File: src/rtl/syndrome_stream_driver.sv
//------------------------------------------------------------------------------
// Module      : syndrome_stream_driver
// Description : Host-side driver for the decoder byte stream. Serialises one
//               syndrome block into a framed byte stream (START_CMD header
//               followed by zero-padded per-round bytes), then collects a
//               fixed-length response and measures the decode latency.
// Revision    : 1.0 - initial release
//------------------------------------------------------------------------------
`default_nettype none

module syndrome_stream_driver #(
  parameter int         GRID_WIDTH_X = 4,
  parameter int         GRID_WIDTH_Z = 1,
  parameter int         GRID_WIDTH_U = 5,
  parameter logic [7:0] START_CMD    = 8'h01,
  parameter int         RESULT_BYTES = 4
) (
  input  logic                                          clk,
  input  logic                                          reset,
  input  logic [GRID_WIDTH_X*GRID_WIDTH_Z*GRID_WIDTH_U-1:0] i_syndrome_in,
  input  logic                                          i_syndrome_valid,
  output logic                                          o_syndrome_ready,
  output logic [7:0]                                    o_tx_data,
  output logic                                          o_tx_valid,
  input  logic                                          i_tx_ready,
  input  logic [7:0]                                    i_rx_data,
  input  logic                                          i_rx_valid,
  output logic                                          o_rx_ready,
  output logic [8*RESULT_BYTES-1:0]                     o_result_out,
  output logic [15:0]                                   o_latency_out,
  output logic                                          o_result_valid,
  input  logic                                          i_result_ready
);

  localparam int PPR         = GRID_WIDTH_X * GRID_WIDTH_Z;
  localparam int PU_COUNT    = PPR * GRID_WIDTH_U;
  localparam int BPR         = (PPR + 7) / 8;
  localparam int TOTAL_BYTES = GRID_WIDTH_U * BPR;
  localparam int BCW         = (TOTAL_BYTES > 1) ? $clog2(TOTAL_BYTES) : 1;
  localparam int RCW         = (RESULT_BYTES > 1) ? $clog2(RESULT_BYTES) : 1;

  localparam logic [2:0] S_IDLE        = 3'd0;
  localparam logic [2:0] S_SEND_HDR    = 3'd1;
  localparam logic [2:0] S_SEND_BODY   = 3'd2;
  localparam logic [2:0] S_WAIT_RESULT = 3'd3;
  localparam logic [2:0] S_DONE        = 3'd4;

  logic [2:0]                r_state;
  logic [2:0]                w_state_next;
  logic [PU_COUNT-1:0]       r_syn;
  logic [BCW-1:0]            r_byte_cnt;
  logic [RCW-1:0]            r_rx_cnt;
  logic [15:0]               r_lat_cnt;
  logic [8*RESULT_BYTES-1:0] r_result;
  logic [15:0]               r_latency;
  logic [8*TOTAL_BYTES-1:0]  w_body_flat;
  logic                      w_last_byte;
  logic                      w_last_rx;

  // Body bytes laid out flat: byte r*BPR+k carries PUs 8k..8k+7 of round r;
  // bit positions beyond the round's PU count are padded with zero.
  genvar gr, gk, gi;
  generate
    for (gr = 0; gr < GRID_WIDTH_U; gr++) begin : g_round
      for (gk = 0; gk < BPR; gk++) begin : g_byte
        for (gi = 0; gi < 8; gi++) begin : g_bit
          if (8*gk + gi < PPR) begin : g_data
            assign w_body_flat[8*(gr*BPR+gk)+gi] = r_syn[gr*PPR+8*gk+gi];
          end else begin : g_pad
            assign w_body_flat[8*(gr*BPR+gk)+gi] = 1'b0;
          end
        end
      end
    end
  endgenerate

  assign w_last_byte = (r_byte_cnt == BCW'(TOTAL_BYTES-1));
  assign w_last_rx   = (r_rx_cnt == RCW'(RESULT_BYTES-1));

  // State register
  always_ff @(posedge clk) begin
    if (reset) r_state <= S_IDLE;
    else       r_state <= w_state_next;
  end

  // Next-state logic: every transition is gated by its channel handshake
  always_comb begin
    w_state_next = r_state;
    case (r_state)
      S_IDLE:        if (i_syndrome_valid)             w_state_next = S_SEND_HDR;
      S_SEND_HDR:    if (i_tx_ready)                   w_state_next = S_SEND_BODY;
      S_SEND_BODY:   if (i_tx_ready && w_last_byte)    w_state_next = S_WAIT_RESULT;
      S_WAIT_RESULT: if (i_rx_valid && w_last_rx)      w_state_next = S_DONE;
      S_DONE:        if (i_result_ready)               w_state_next = S_IDLE;
      default:                                         w_state_next = S_IDLE;
    endcase
  end

  // Moore outputs decoded from the current state
  always_comb begin
    o_syndrome_ready = 1'b0;
    o_tx_valid       = 1'b0;
    o_tx_data        = 8'h00;
    o_rx_ready       = 1'b0;
    o_result_valid   = 1'b0;
    case (r_state)
      S_IDLE:        o_syndrome_ready = 1'b1;
      S_SEND_HDR: begin
        o_tx_valid = 1'b1;
        o_tx_data  = START_CMD;
      end
      S_SEND_BODY: begin
        o_tx_valid = 1'b1;
        o_tx_data  = w_body_flat[{r_byte_cnt, 3'b000} +: 8];
      end
      S_WAIT_RESULT: o_rx_ready     = 1'b1;
      S_DONE:        o_result_valid = 1'b1;
      default:       o_syndrome_ready = 1'b0;
    endcase
  end

  // Datapath: syndrome capture, byte/rx counters, latency and result assembly
  always_ff @(posedge clk) begin
    if (reset) begin
      r_syn      <= '0;
      r_byte_cnt <= '0;
      r_rx_cnt   <= '0;
      r_lat_cnt  <= '0;
      r_result   <= '0;
      r_latency  <= '0;
    end else begin
      case (r_state)
        S_IDLE: begin
          if (i_syndrome_valid) r_syn <= i_syndrome_in;
        end
        S_SEND_HDR: begin
          if (i_tx_ready) r_byte_cnt <= '0;
        end
        S_SEND_BODY: begin
          if (i_tx_ready) begin
            if (w_last_byte) begin
              r_byte_cnt <= '0;
              r_lat_cnt  <= '0;
              r_rx_cnt   <= '0;
            end else begin
              r_byte_cnt <= r_byte_cnt + 1'b1;
            end
          end
        end
        S_WAIT_RESULT: begin
          // Latency counts only while the first response byte is outstanding
          if (r_rx_cnt == '0 && !i_rx_valid && r_lat_cnt != 16'hFFFF)
            r_lat_cnt <= r_lat_cnt + 16'd1;
          if (i_rx_valid) begin
            r_result[{r_rx_cnt, 3'b000} +: 8] <= i_rx_data;
            if (w_last_rx) begin
              r_rx_cnt  <= '0;
              r_latency <= r_lat_cnt;
            end else begin
              r_rx_cnt <= r_rx_cnt + 1'b1;
            end
          end
        end
        default: begin
          r_syn <= r_syn;
        end
      endcase
    end
  end

  assign o_result_out  = r_result;
  assign o_latency_out = r_latency;

endmodule

`default_nettype wire

File: config.mk
export PLATFORM = sky130hd
export DESIGN_NAME = syndrome_stream_driver
export DESIGN_NICKNAME = d
export VERILOG_FILES = /design/src/rtl/syndrome_stream_driver.sv
export SDC_FILE = /design/constraint.sdc
export NUM_CORES = 1
export LEC_CHECK = 0
export ABC_CLOCK_PERIOD_IN_PS = 1800
export BUFFER_PORTS_ARGS = -buffer_cell sky130_fd_sc_hd__clkbuf_2
export CAP_MARGIN = 40
export CORE_AREA = 2 2 96 98
export DETAILED_ROUTE_END_ITERATION = 10
export DIE_AREA = 0 0 98 100
export HOLD_SLACK_MARGIN = 0.03
export PLACE_DENSITY = 0.81
export SYNTH_ARGS = -nofsm -noshare
export SYNTH_HDL_FRONTEND = slang
export SYNTH_SLANG_ARGS = --single-unit
export TNS_END_PERCENT = 30
File: constraint.sdc
create_clock -name clk -period 1.8 [get_ports clk]
set_input_delay 0.36 -clock clk [delete_from_list [all_inputs] [get_ports clk]]
set_output_delay 0.36 -clock clk [all_outputs]
set_load 0.02 [all_outputs]
==> results.toml <==
[worst_setup_path]
startpoint_type = "register"
cp.required_ps = 1440
path_class = "reg2out"
cp_data_arrival_time_ps = 1750
cp_max_fo = 2
worst_setup_path_end_kind = "output port"

[sta]
fmax_ghz = 0.473
min_period_ps = 2110
rsz0062_at_grt = "true"
period_share_pct = 117
finalHoldViolCount = 0
worst_slack_ps = -314
finalClockSkew_ps = 9.34
drv_slew = 0
setup_violations = 4

[floorplanning]
core_um2 = 8890
pin_count = 94
dieWidth_um = 98
rows = 35
dieHeight_um = 100
initial_utilization_pct = 45.8
die-area_um2 = 9800

[clock_network]
root_buffer = "clkbuf_8"
clock_latency_ps = 370
cts_max_level = 3
clockBufferDepth = 2
cts_tree = "built"
clk_pin_slew_ps = 90
cts-hold-fix-buffers = 0
cts_made_buffers = 9
clock_sinks = 92

[synthesis]
synth_top_family_by_area = "simple AND/OR/NAND/NOR gates"
synth_cell_type_count = 53
yosysSeqAreaShare_pct = 45.3
synth.mux.area_fraction_pct = 3.01
yosys.area.top_type = "dfxtp_1"
synth_xor_area_share_pct = 0
avgSynthCellArea_um2 = 8.00
synth_enable_flop_cells = 0
ys_seq_elements = 92
synth_simple_gate_area_share_pct = 26.3
syn_inst = 509
async_flop_share_pct = 0
syn_area_um2 = 4070
synth_flop_cell = "dfxtp_1"
synth.area.top_cells = "dfxtp_1, nand2_1, a21oi_1, nand3_1, ha_1"
synth_top_area_share_pct = 45.3
synth-adder-area-share_pct = 2.46
synth-compound-area-share_pct = 17.6
ys_warn_count = 0

[finish]
final_common_cell = "nand2_1"
regArea_um2 = 1860
multiInputGateArea_um2 = 2100
num-fill-cells = 781
final_nets = 662
syn2layout_area_growth_pct = 27.9
fin_util_pct = 58.6
drive_above_1_share_pct = 31.0
design_area_um2 = 5210
antenna_cells = 0
layout_common_cells = "nand2_1, clkbuf_2, a21oi_1"

[routing]
drtAntennaViolNets = 0
vias = 4065
drt_iter0_drc = 208
routedWlPerCell_um = 14.5
wl_met2_um = 5330
dr_wl_met3_um = 692
routed_wl_um = 10700
firstDrtPassIters = 5
top_layer = "met4"
drc_errors = 0
via_per_inst = 5.52
met1_length_um = 4370

[grt]
grt_max_degree = 48
grt_pass1_wl_um = 17700
overflow = 0
antenna_found_initial = 0
grt_pass1_vias = 3893
track_usage_pct = 21.8

[outcome]
status = "finished with violations"
violations = "negative setup slack"

[hold_path]
hold_class = "in2reg"

[pwr]
power_density_nw_per_um2 = 762
total_power_mw = 3.97
cellLeakagePower_nw = 2.09
irDropWorstVdd_mv = 0.339

[placed_design]
dp_hpwl_um = 7460
gp_congestion = 0.886
dpl_cell_area_um2 = 4830
port-buffer-count = 89

[flow_run]
maxCapViolCount = 0
[critical path, stage by stage (launching register included)]
cell     delay, ps
dfxtp_2        340
mux4_2         490
nor2b_4        140
a31oi_1        130
o22ai_1        110
buf_4          170
[through the flow]
| stage | setup TNS (ps) | hold slack, ps | instances | setup slack (ps) |
|---|---|---|---|---|
| finish | -809 | 206 | 736 | -314 |
| global route | -1140 | 205 | 736 | -391 |
| CTS | -800 | 213 | 732 | -304 |
| detailed placement | 0 | 445 | 715 | 23.4 |
| global placement | 0 | 439 | 715 | 64.0 |
| floorplan | -35.6 | 433 | 512 | -35.6 |
[where the power goes]
| part | total (mW) | internal, mW | switching [mW] | leakage, nW |
|---|---|---|---|---|
| logic | 0.324 | 0.135 | 0.189 | 1.22 |
| clock network | 1.55 | 0.820 | 0.727 | 0.113 |
| registers | 2.10 | 2.07 | 0.0280 | 0.750 |
| total | 3.97 | 3.02 | 0.945 | 2.09 |
[path summary, 6_finish.rpt]
check	start	cells past startpoint	to	slack (ps)
worst max-delay path	r_byte_cnt[0]$_SDFFE_PP0P_	5	o_tx_data[0]	-310
worst min-delay path	i_syndrome_in[1]	3	r_syn[1]$_SDFFE_PP0P_	210
worst max register to register	r_rx_cnt[1]$_SDFFE_PP0P_	7	r_lat_cnt[10]$_SDFFE_PP0P_	40
worst min register to register	o_result_out[21]$_SDFFE_PP0P_	2	o_result_out[21]$_SDFFE_PP0P_	450
[registers in the layout, summed over array words and instances, names as in the netlist]
name	count
o_result_out	32
r_syn	20
o_latency_out	16
r_lat_cnt	16
r_byte_cnt	3
r_state	3
r_rx_cnt	2
[layer usage]
layer	vias to the layer above	global-route usage, %
met3	37	6.06
met5	-	0
li1	1981	-
met2	149	37.6
met1	1898	25.6
met4	0	8.87
[layout make-up]
class / count / area share, %
sequential: 92 / 35.8
multi-input combinational: 373 / 40.4
clock buffer: 10 / 2.64
timing repair buffer: 136 / 16.2
clock inverter: 6 / 1.66
tap: 111 / 2.67
inverter: 8 / 0.625
[Yosys cell counts, types with 4 or more instances]
library cell and number:
o21ai_1 12, ha_1 8, nor3_1 5, buf_4 6, nand2_1 117, nor2_1 17
nand2b_1 7, a31oi_1 6, a21oi_1 85, nor3b_1 5, clkbuf_1 23, mux4_2 4
nand3_1 49, buf_2 8, inv_1 8, dfxtp_1 92, o21ai_0 9, and3_1 8
[kinds of logic (layout without fill, tap and decap cells)]
group           Yosys count  in the layout
compound gates          129            129
fa+ha+maj                 8              8
buf+inv                  47            160
flops                    92             92
mux                       7              7
other cells               1              4
simple gates            225            225
[what timing repair did]
action	4_1_cts	5_1_grt
pin swaps	1	5
endpoints found under the setup margin	8	28
buffers inserted	1	4
hold endpoints to repair	0	0
resized for setup	16	26
No activity file was read; power rests on OpenSTA's default activity.
